**config.mk**
```make
export PLATFORM = sky130hd
export DESIGN_NAME = fir_stereo_mac
export DESIGN_NICKNAME = d
export VERILOG_FILES = /design/src/rtl/fir_pkg.sv /design/src/rtl/lrck_edge_detect.sv /design/src/rtl/fir_stereo_mac.sv
export SDC_FILE = /design/constraint.sdc
export NUM_CORES = 2
export LEC_CHECK = 0
export CAP_MARGIN = 20
export CORE_MARGIN = 5
export CORE_UTILIZATION = 57
export DETAILED_ROUTE_END_ITERATION = 12
export GPL_TIMING_DRIVEN = 0
export PLACE_DENSITY_LB_ADDON = 0.05
export SYNTH_ARGS = -nofsm -noshare
export SYNTH_HDL_FRONTEND = slang
export SYNTH_SLANG_ARGS = --single-unit
```
**constraint.sdc**
```tcl
create_clock -name clock -period 8.9 [get_ports clock]
set_input_delay 0.89 -clock clock [delete_from_list [all_inputs] [get_ports clock]]
set_output_delay 0.89 -clock clock [all_outputs]
set_load 0.005 [all_outputs]
```
**src/rtl/fir_pkg.sv**
```systemverilog
// ----------------------------------------------------------------------------
// fir_pkg
// Shared constants for the stereo FIR datapath: default widths, FSM state
// encoding, output saturation limits, the rounding bias and the channel type.
// Ports: none (package).
// ----------------------------------------------------------------------------
package fir_pkg;

    localparam int DATA_W    = 20;
    localparam int COEF_W    = 16;
    localparam int ACC_W     = 40;
    localparam int COEF_FRAC = 15;
    localparam int TAPS      = 16;

    localparam logic [1:0] IDLE  = 2'd0;
    localparam logic [1:0] LOAD  = 2'd1;
    localparam logic [1:0] MAC   = 2'd2;
    localparam logic [1:0] ROUND = 2'd3;

    localparam logic [DATA_W-1:0] SAT_MAX = 20'h7FFFF;
    localparam logic [DATA_W-1:0] SAT_MIN = 20'h80000;

    // Half an LSB of the output in accumulator units: round-half-up.
    localparam logic [ACC_W-1:0] ROUND_CONST = ACC_W'(1) << (COEF_FRAC - 1);

    typedef enum logic {
        CH_L = 1'b0,
        CH_R = 1'b1
    } chan_t;

endpackage

```
**src/rtl/lrck_edge_detect.sv**
```systemverilog
// ----------------------------------------------------------------------------
// lrck_edge_detect
// Brings the codec word clock into the system clock domain with a two-flop
// synchronizer and compares it against a one-cycle-old copy to produce
// single-cycle edge pulses.
// Ports:
//   clock       in   system clock
//   reset       in   synchronous, active-high; clears all three flops
//   lrck        in   codec word clock, asynchronous
//   rise_pulse  out  one-cycle pulse on a synchronized rising edge
//   fall_pulse  out  one-cycle pulse on a synchronized falling edge
// ----------------------------------------------------------------------------
module lrck_edge_detect (
    input  logic clock,
    input  logic reset,
    input  logic lrck,
    output logic rise_pulse,
    output logic fall_pulse
);

    logic sync_a;
    logic sync_b;
    logic lrck_prev;

    always_ff @(posedge clock) begin
        if (reset) begin
            sync_a    <= 1'b0;
            sync_b    <= 1'b0;
            lrck_prev <= 1'b0;
        end else begin
            sync_a    <= lrck;
            sync_b    <= sync_a;
            lrck_prev <= sync_b;
        end
    end

    // Pulses are valid in the cycle after the second synchronizer flop
    // changes, so the consumer acts on the third clock after the transition.
    // Because the flops clear to 0, lrck held high through reset shows up
    // as a rising edge once reset is released.
    assign rise_pulse = sync_b & ~lrck_prev;
    assign fall_pulse = ~sync_b & lrck_prev;

endmodule

```
**src/rtl/fir_stereo_mac.sv**
```systemverilog
// ----------------------------------------------------------------------------
// fir_stereo_mac
// Time-multiplexed stereo FIR. Each lrck edge (rising = left, falling =
// right) shifts the new sample into that channel's delay line, then one
// shared multiplier-accumulator walks all taps against coefficients from an
// external synchronous ROM, rounds, saturates and writes the channel output.
// Ports:
//   clock      in   system clock
//   reset      in   synchronous, active-high
//   lrck       in   codec word clock, asynchronous to clock
//   l_in       in   left sample (signed DATA_W)
//   r_in       in   right sample (signed DATA_W)
//   coef_addr  out  coefficient ROM address
//   coef_data  in   ROM data, one clock after coef_addr (signed Q1.15)
//   l_out      out  filtered left sample, registered
//   r_out      out  filtered right sample, registered
//   busy       out  high while a computation is in progress
//   overrun    out  sticky: an lrck edge arrived while busy and was dropped
// ----------------------------------------------------------------------------
module fir_stereo_mac
    import fir_pkg::*;
#(
    parameter int DATA_W    = fir_pkg::DATA_W,
    parameter int COEF_W    = fir_pkg::COEF_W,
    parameter int TAPS      = fir_pkg::TAPS,
    parameter int ACC_W     = fir_pkg::ACC_W,
    parameter int COEF_FRAC = fir_pkg::COEF_FRAC
) (
    input  logic                     clock,
    input  logic                     reset,
    input  logic                     lrck,
    input  logic [DATA_W-1:0]        l_in,
    input  logic [DATA_W-1:0]        r_in,
    output logic [$clog2(TAPS)-1:0]  coef_addr,
    input  logic [COEF_W-1:0]        coef_data,
    output logic [DATA_W-1:0]        l_out,
    output logic [DATA_W-1:0]        r_out,
    output logic                     busy,
    output logic                     overrun
);

    localparam int AW     = $clog2(TAPS);
    localparam int CW     = AW + 1;          // counter must reach TAPS itself
    localparam int PROD_W = DATA_W + COEF_W;

    // The package limits are written for the default widths; any other
    // width falls back to the generic two's complement extremes.
    localparam logic signed [DATA_W-1:0] OUT_MAX =
        (DATA_W == fir_pkg::DATA_W) ? DATA_W'(SAT_MAX) : {1'b0, {(DATA_W-1){1'b1}}};
    localparam logic signed [DATA_W-1:0] OUT_MIN =
        (DATA_W == fir_pkg::DATA_W) ? DATA_W'(SAT_MIN) : {1'b1, {(DATA_W-1){1'b0}}};
    localparam logic signed [ACC_W-1:0] RND =
        (ACC_W == fir_pkg::ACC_W && COEF_FRAC == fir_pkg::COEF_FRAC)
            ? ACC_W'(ROUND_CONST) : (ACC_W'(1) << (COEF_FRAC - 1));

    localparam logic signed [ACC_W-1:0] ACC_MAX = {{(ACC_W-DATA_W){1'b0}}, OUT_MAX};
    localparam logic signed [ACC_W-1:0] ACC_MIN = {{(ACC_W-DATA_W){1'b1}}, OUT_MIN};

    function automatic logic signed [ACC_W-1:0] round_q(input logic signed [ACC_W-1:0] a);
        return (a + RND) >>> COEF_FRAC;
    endfunction

    function automatic logic signed [DATA_W-1:0] sat_data(input logic signed [ACC_W-1:0] v);
        if (v > ACC_MAX) begin
            return OUT_MAX;
        end else if (v < ACC_MIN) begin
            return OUT_MIN;
        end else begin
            return v[DATA_W-1:0];
        end
    endfunction

    logic [1:0]                state;
    chan_t                     chan;
    logic [CW-1:0]             n_cnt;
    logic signed [ACC_W-1:0]   acc;
    logic signed [DATA_W-1:0]  l_taps [TAPS];
    logic signed [DATA_W-1:0]  r_taps [TAPS];

    logic                      rise_pulse;
    logic                      fall_pulse;
    logic                      edge_seen;

    logic [AW-1:0]             tap_idx;
    logic signed [DATA_W-1:0]  tap_sel;
    logic signed [COEF_W-1:0]  coef_s;
    logic signed [PROD_W-1:0]  prod;
    logic signed [ACC_W-1:0]   prod_ext;

    lrck_edge_detect u_edge (
        .clock      (clock),
        .reset      (reset),
        .lrck       (lrck),
        .rise_pulse (rise_pulse),
        .fall_pulse (fall_pulse)
    );

    assign edge_seen = rise_pulse | fall_pulse;
    assign busy      = (state != IDLE);
    assign coef_s    = coef_data;

    // In MAC cycle n the ROM returns h[n-1] (address issued last cycle),
    // so the sample paired with it is tap n-1.
    always_comb begin
        tap_idx  = n_cnt[AW-1:0] - AW'(1);
        tap_sel  = (chan == CH_L) ? l_taps[tap_idx] : r_taps[tap_idx];
        prod     = PROD_W'(tap_sel) * PROD_W'(coef_s);
        prod_ext = {{(ACC_W-PROD_W){prod[PROD_W-1]}}, prod};
    end

    always_ff @(posedge clock) begin
        if (reset) begin
            state     <= IDLE;
            chan      <= CH_L;
            n_cnt     <= '0;
            acc       <= '0;
            coef_addr <= '0;
            l_out     <= '0;
            r_out     <= '0;
            overrun   <= 1'b0;
            for (int k = 0; k < TAPS; k++) begin
                l_taps[k] <= '0;
                r_taps[k] <= '0;
            end
        end else begin
            // Edges during a computation are dropped; only the flag records them.
            if (edge_seen && (state != IDLE)) begin
                overrun <= 1'b1;
            end

            case (state)
                IDLE: begin
                    if (edge_seen) begin
                        chan  <= rise_pulse ? CH_L : CH_R;
                        state <= LOAD;
                    end
                end

                // Load: shift the selected delay line, prime the MAC.
                LOAD: begin
                    if (chan == CH_L) begin
                        for (int k = TAPS - 1; k > 0; k--) begin
                            l_taps[k] <= l_taps[k-1];
                        end
                        l_taps[0] <= l_in;
                    end else begin
                        for (int k = TAPS - 1; k > 0; k--) begin
                            r_taps[k] <= r_taps[k-1];
                        end
                        r_taps[0] <= r_in;
                    end
                    acc       <= '0;
                    n_cnt     <= '0;
                    coef_addr <= '0;
                    state     <= MAC;
                end

                // MAC: n = 0 only issues address 0; n = 1..TAPS accumulate.
                MAC: begin
                    if (n_cnt != '0) begin
                        acc <= acc + prod_ext;
                    end
                    coef_addr <= n_cnt[AW-1:0] + AW'(1);
                    if (n_cnt == CW'(TAPS)) begin
                        state <= ROUND;
                    end else begin
                        n_cnt <= n_cnt + CW'(1);
                    end
                end

                // Round/saturate: write only the channel that was computed.
                ROUND: begin
                    if (chan == CH_L) begin
                        l_out <= sat_data(round_q(acc));
                    end else begin
                        r_out <= sat_data(round_q(acc));
                    end
                    state <= IDLE;
                end

                default: state <= IDLE;
            endcase
        end
    end

endmodule
```
==> flow_results.org <==
** Floorplan
- Initial core utilization :: between 50% and 60%
- Chip width :: about 300 µm
- I/O pin cnt :: around 110
- In this run the core area contains 105 standard-cell rows.
- Die Span Y :: 296.4 µm
- Area inside the core boundary :: a little over 80000 µm²
- The die covers around 88000 µm².

** Worst setup path
- The worst setup path is launched from a register.
- In this run the worst setup path begins at n_cnt[0].
- Arrival time at the worst endpoint :: about 9.2 ns
- Of all nets on the critical path, the largest fanout is 10.
- By instance count, the cell type seen most on the critical path is sky130_fd_sc_hd__fa_1.
- Among all stages on the critical path, the largest delay is contributed by sky130_fd_sc_hd__fa_1.
- On the critical path the largest part of the delay comes from adder cells.
- Critical path class :: reg2reg
- Crit. End Element :: register
- For the worst flop-to-flop path, the logic depth is 32.
- For this run, the slowest stage of the critical path takes approximately 0.56 ns.
- Data on the critical path is required at its endpoint by 9.42 ns.
- The startpoint identified for the worst register-to-register timing path is n_cnt[0].
- Buf/Inv on CP :: 10
- In this run the critical register-to-register path is captured at acc[39].
- Across all register-to-register paths, the minimum setup slack is 0.18 ns.

** Layout
- Relative to the synthesized area, the layout overhead comes to 14.53%.
- Final-stage net count :: around 4400
- Most frequent standard cell in the layout excluding fill and tap cells :: sky130_fd_sc_hd__and2_1
- Final standard cell count with taps included and fillers excluded :: between 4000 and 5000
- 0 antenna diodes ended up in the layout.
- In the final layout, the share of cells above drive strength 1 is about 15%.
- Final design utilization :: approximately two thirds
- Leading cell types in the layout, fill and taps excluded :: sky130_fd_sc_hd__and2_1 (684), sky130_fd_sc_hd__edfxtp_1 (640), sky130_fd_sc_hd__inv_1 (406), sky130_fd_sc_hd__fa_1 (362), sky130_fd_sc_hd__mux4_2 (198)

** Global routing
- The number of global-route vias before repair came to approximately 30000.
- Entering global routing, the biggest net connects between 100 and 150 pins.
- Number of antenna violations at the first check in global routing :: 1
- The total overflow left after global routing is 0.
- The first global-routing pass estimated roughly 180000 µm of wire.
- Across every metal layer, demand over resource in global routing totals 26.52%.

** STA
- Hold Vio Cnt, Final :: 0
- Portion of the clock cycle consumed by the worst path in the final layout :: approximately 98%
- Setup repair after global routing missed its margin :: false
- The number of max-slew violations in the final report is 0.
- Static timing analysis puts the maximum clock frequency at approximately 110 MHz.
- For the pin with the worst max-slew slack, the measured transition is 1.091 ns.
- Clock period minus final worst setup slack :: ~8.7 ns
- For the final database, setup skew stands at around 0.030 ns.
- Relative slew slack :: a little over a quarter
- Final count of negative-setup-slack endpoints :: 0

** Logic synthesis
- The synthesized design contains 640 enable-type register cells.
- Synthesis instantiated 74 different standard cells from the library.
- After synthesis the cells add up to roughly 47000 µm².
- Primary FF master, synth :: sky130_fd_sc_hd__edfxtp_1
- Synthesized net count :: approximately 4100
- In the synthesized netlist the async set-or-reset flop fraction comes to 0%.
- Part of the Yosys area used for sequential elements :: 45.22%
- Counting flops and latches in the post-synthesis netlist gives ~740.
- Synth warnings :: 0
- Average cell area after synthesis :: between 10 and 15 µm²
- Gate Count Post-Synth :: about 3600

** Placement
- The wire-length estimate of the detail-placed layout is 87640 µm.
- Cell count after placement :: 4742
- Buffers placed on the I/O ports in this run total 89.
- Final RePlAce weighted congestion :: ~0.96

** Min path
- For hold timing, the worst endpoint is u_edge.sync_b.
- Worst min-delay path startpoint :: u_edge.sync_a
- Kind of path behind the tightest hold check :: reg2reg
- Counting instances, the worst hold path has a depth of 1.

** Detailed routing
- Pre-antenna DRT Iters :: 5
- In this run the remaining antenna-violating nets after routing total 0.
- Total wirelength of the detailed-routed design :: 113800 µm
- 1st-iter DRT viols :: around 2100
- After detailed routing, the number of remaining DRC violations is 0.
- The routed layout has between 20000 and 30000 vias.
- Dividing the detail-routed via count by the number of cells gives 5.662.
- In the final routed layout, each cell accounts on average for ~23 µm.

** Clock tree
- Clock H-tree levels :: 3
- Post-CTS clock slew at the launch and capture registers of the worst setup and hold paths :: ~0.070 ns
- Number of hold-repair buffers added at the cts stage :: 0
- CTS tree :: yes
- Clock Root Buffer :: sky130_fd_sc_hd__clkbuf_16
- Sink count of the clock tree :: 736
- At the later pin of the worst-skew pair, clock insertion delay measures approximately 0.63 ns.
- The number of clock buffers added by TritonCTS is 75.
- The clock passes through at most 3 buffers.

** Status
- The run finished with clean final reports.

** Flow run
- Number of violations of the max-capacitance limit :: 0
-- Yosys cell counts, drive strengths merged (71+ instances only) --
cell    count  area share (%)
nor2b     147             2.0
mux4      200             9.7
nand2b    102             1.4
ha        124             3.3
edfxtp    640              41
and2      686             9.2
fa        374              16
nor2       75            0.60
nand2      89            0.72
clkbuf    139             1.1
inv       414             3.3
dfxtp      96             4.1
a21oi      90            0.99
buf        71             1.0
-- stage by stage --
| step | area (µm²) | TNS (ns) | hold WS (ns) | setup slack, ns |
|---|---|---|---|---|
| after floorplan | 46750 | 0 | 0.4138 | 0.1985 |
| after global placement | 48980 | -774.31 | 0.4342 | -2.292 |
| after detailed placement | 49170 | -51.39 | 0.4293 | -2.334 |
| after CTS | 53080 | -0.09764 | 0.4511 | -0.05529 |
| after global routing | 53540 | 0 | 0.4552 | 0.003604 |
| final | 53540 | 0 | 0.4442 | 0.1811 |
-- logic make-up after synthesis --
group | count (synthesis) | share of synthesized area [%]
compound gates | 238 | 3.225
flops | 736 | 45.22
xor+xnor | 64 | 1.215
simple gates | 1196 | 15.08
fa+ha+maj | 498 | 19.34
buf+inv | 624 | 5.463
mux | 221 | 10.46
-- registers in the layout (all words and copies together) (netlist names), 2 cells and up --
register / cells
l_out: 20
r_taps: 320
r_out: 20
state: 2
l_taps: 320
coef_addr: 4
acc: 40
n_cnt: 5
-- cell type report --
cell class	instances	area, µm²
fill	5995	28180
multi-input combinational	2217	23580
sequential	736	21140
timing repair buffer	197	2170
clock buffer	97	2033
inverter	414	1558
tap	1070	1339
buffer	203	1311
clock inverter	40	402.9
-- how the worst max path moves through the flow --
stage               cells after the start            to  slack (ns)
floorplan                              34       acc[39]        0.20
global placement                        3  l_taps[1][3]       -2.29
detailed placement                     35       acc[39]       -2.33
CTS                                    36       acc[39]       -0.06
global route                           32       acc[39]       0.004
finish                                 32       acc[39]        0.18
-- timing repair --
action	4_1_cts	5_1_grt
gates resized for setup	126	81
pin swaps	20	48
setup endpoints to repair	32	18
setup buffers	75	24
gates cloned	3	1
-- metal layers --
metal	part of all wire [%]	up-vias	wire, µm	track usage (%)
met5	0	-	0	0
li1	-	12620	-	-
met3	5.1	209	5810	3.203
met4	3.8	0	4310	9.334
met1	40	14570	46100	35.08
met2	51	761	57620	46.06
Power is left out: the tool's default activity adds up to more than one toggle a clock period on the data nets, which glitch-free logic cannot reach.
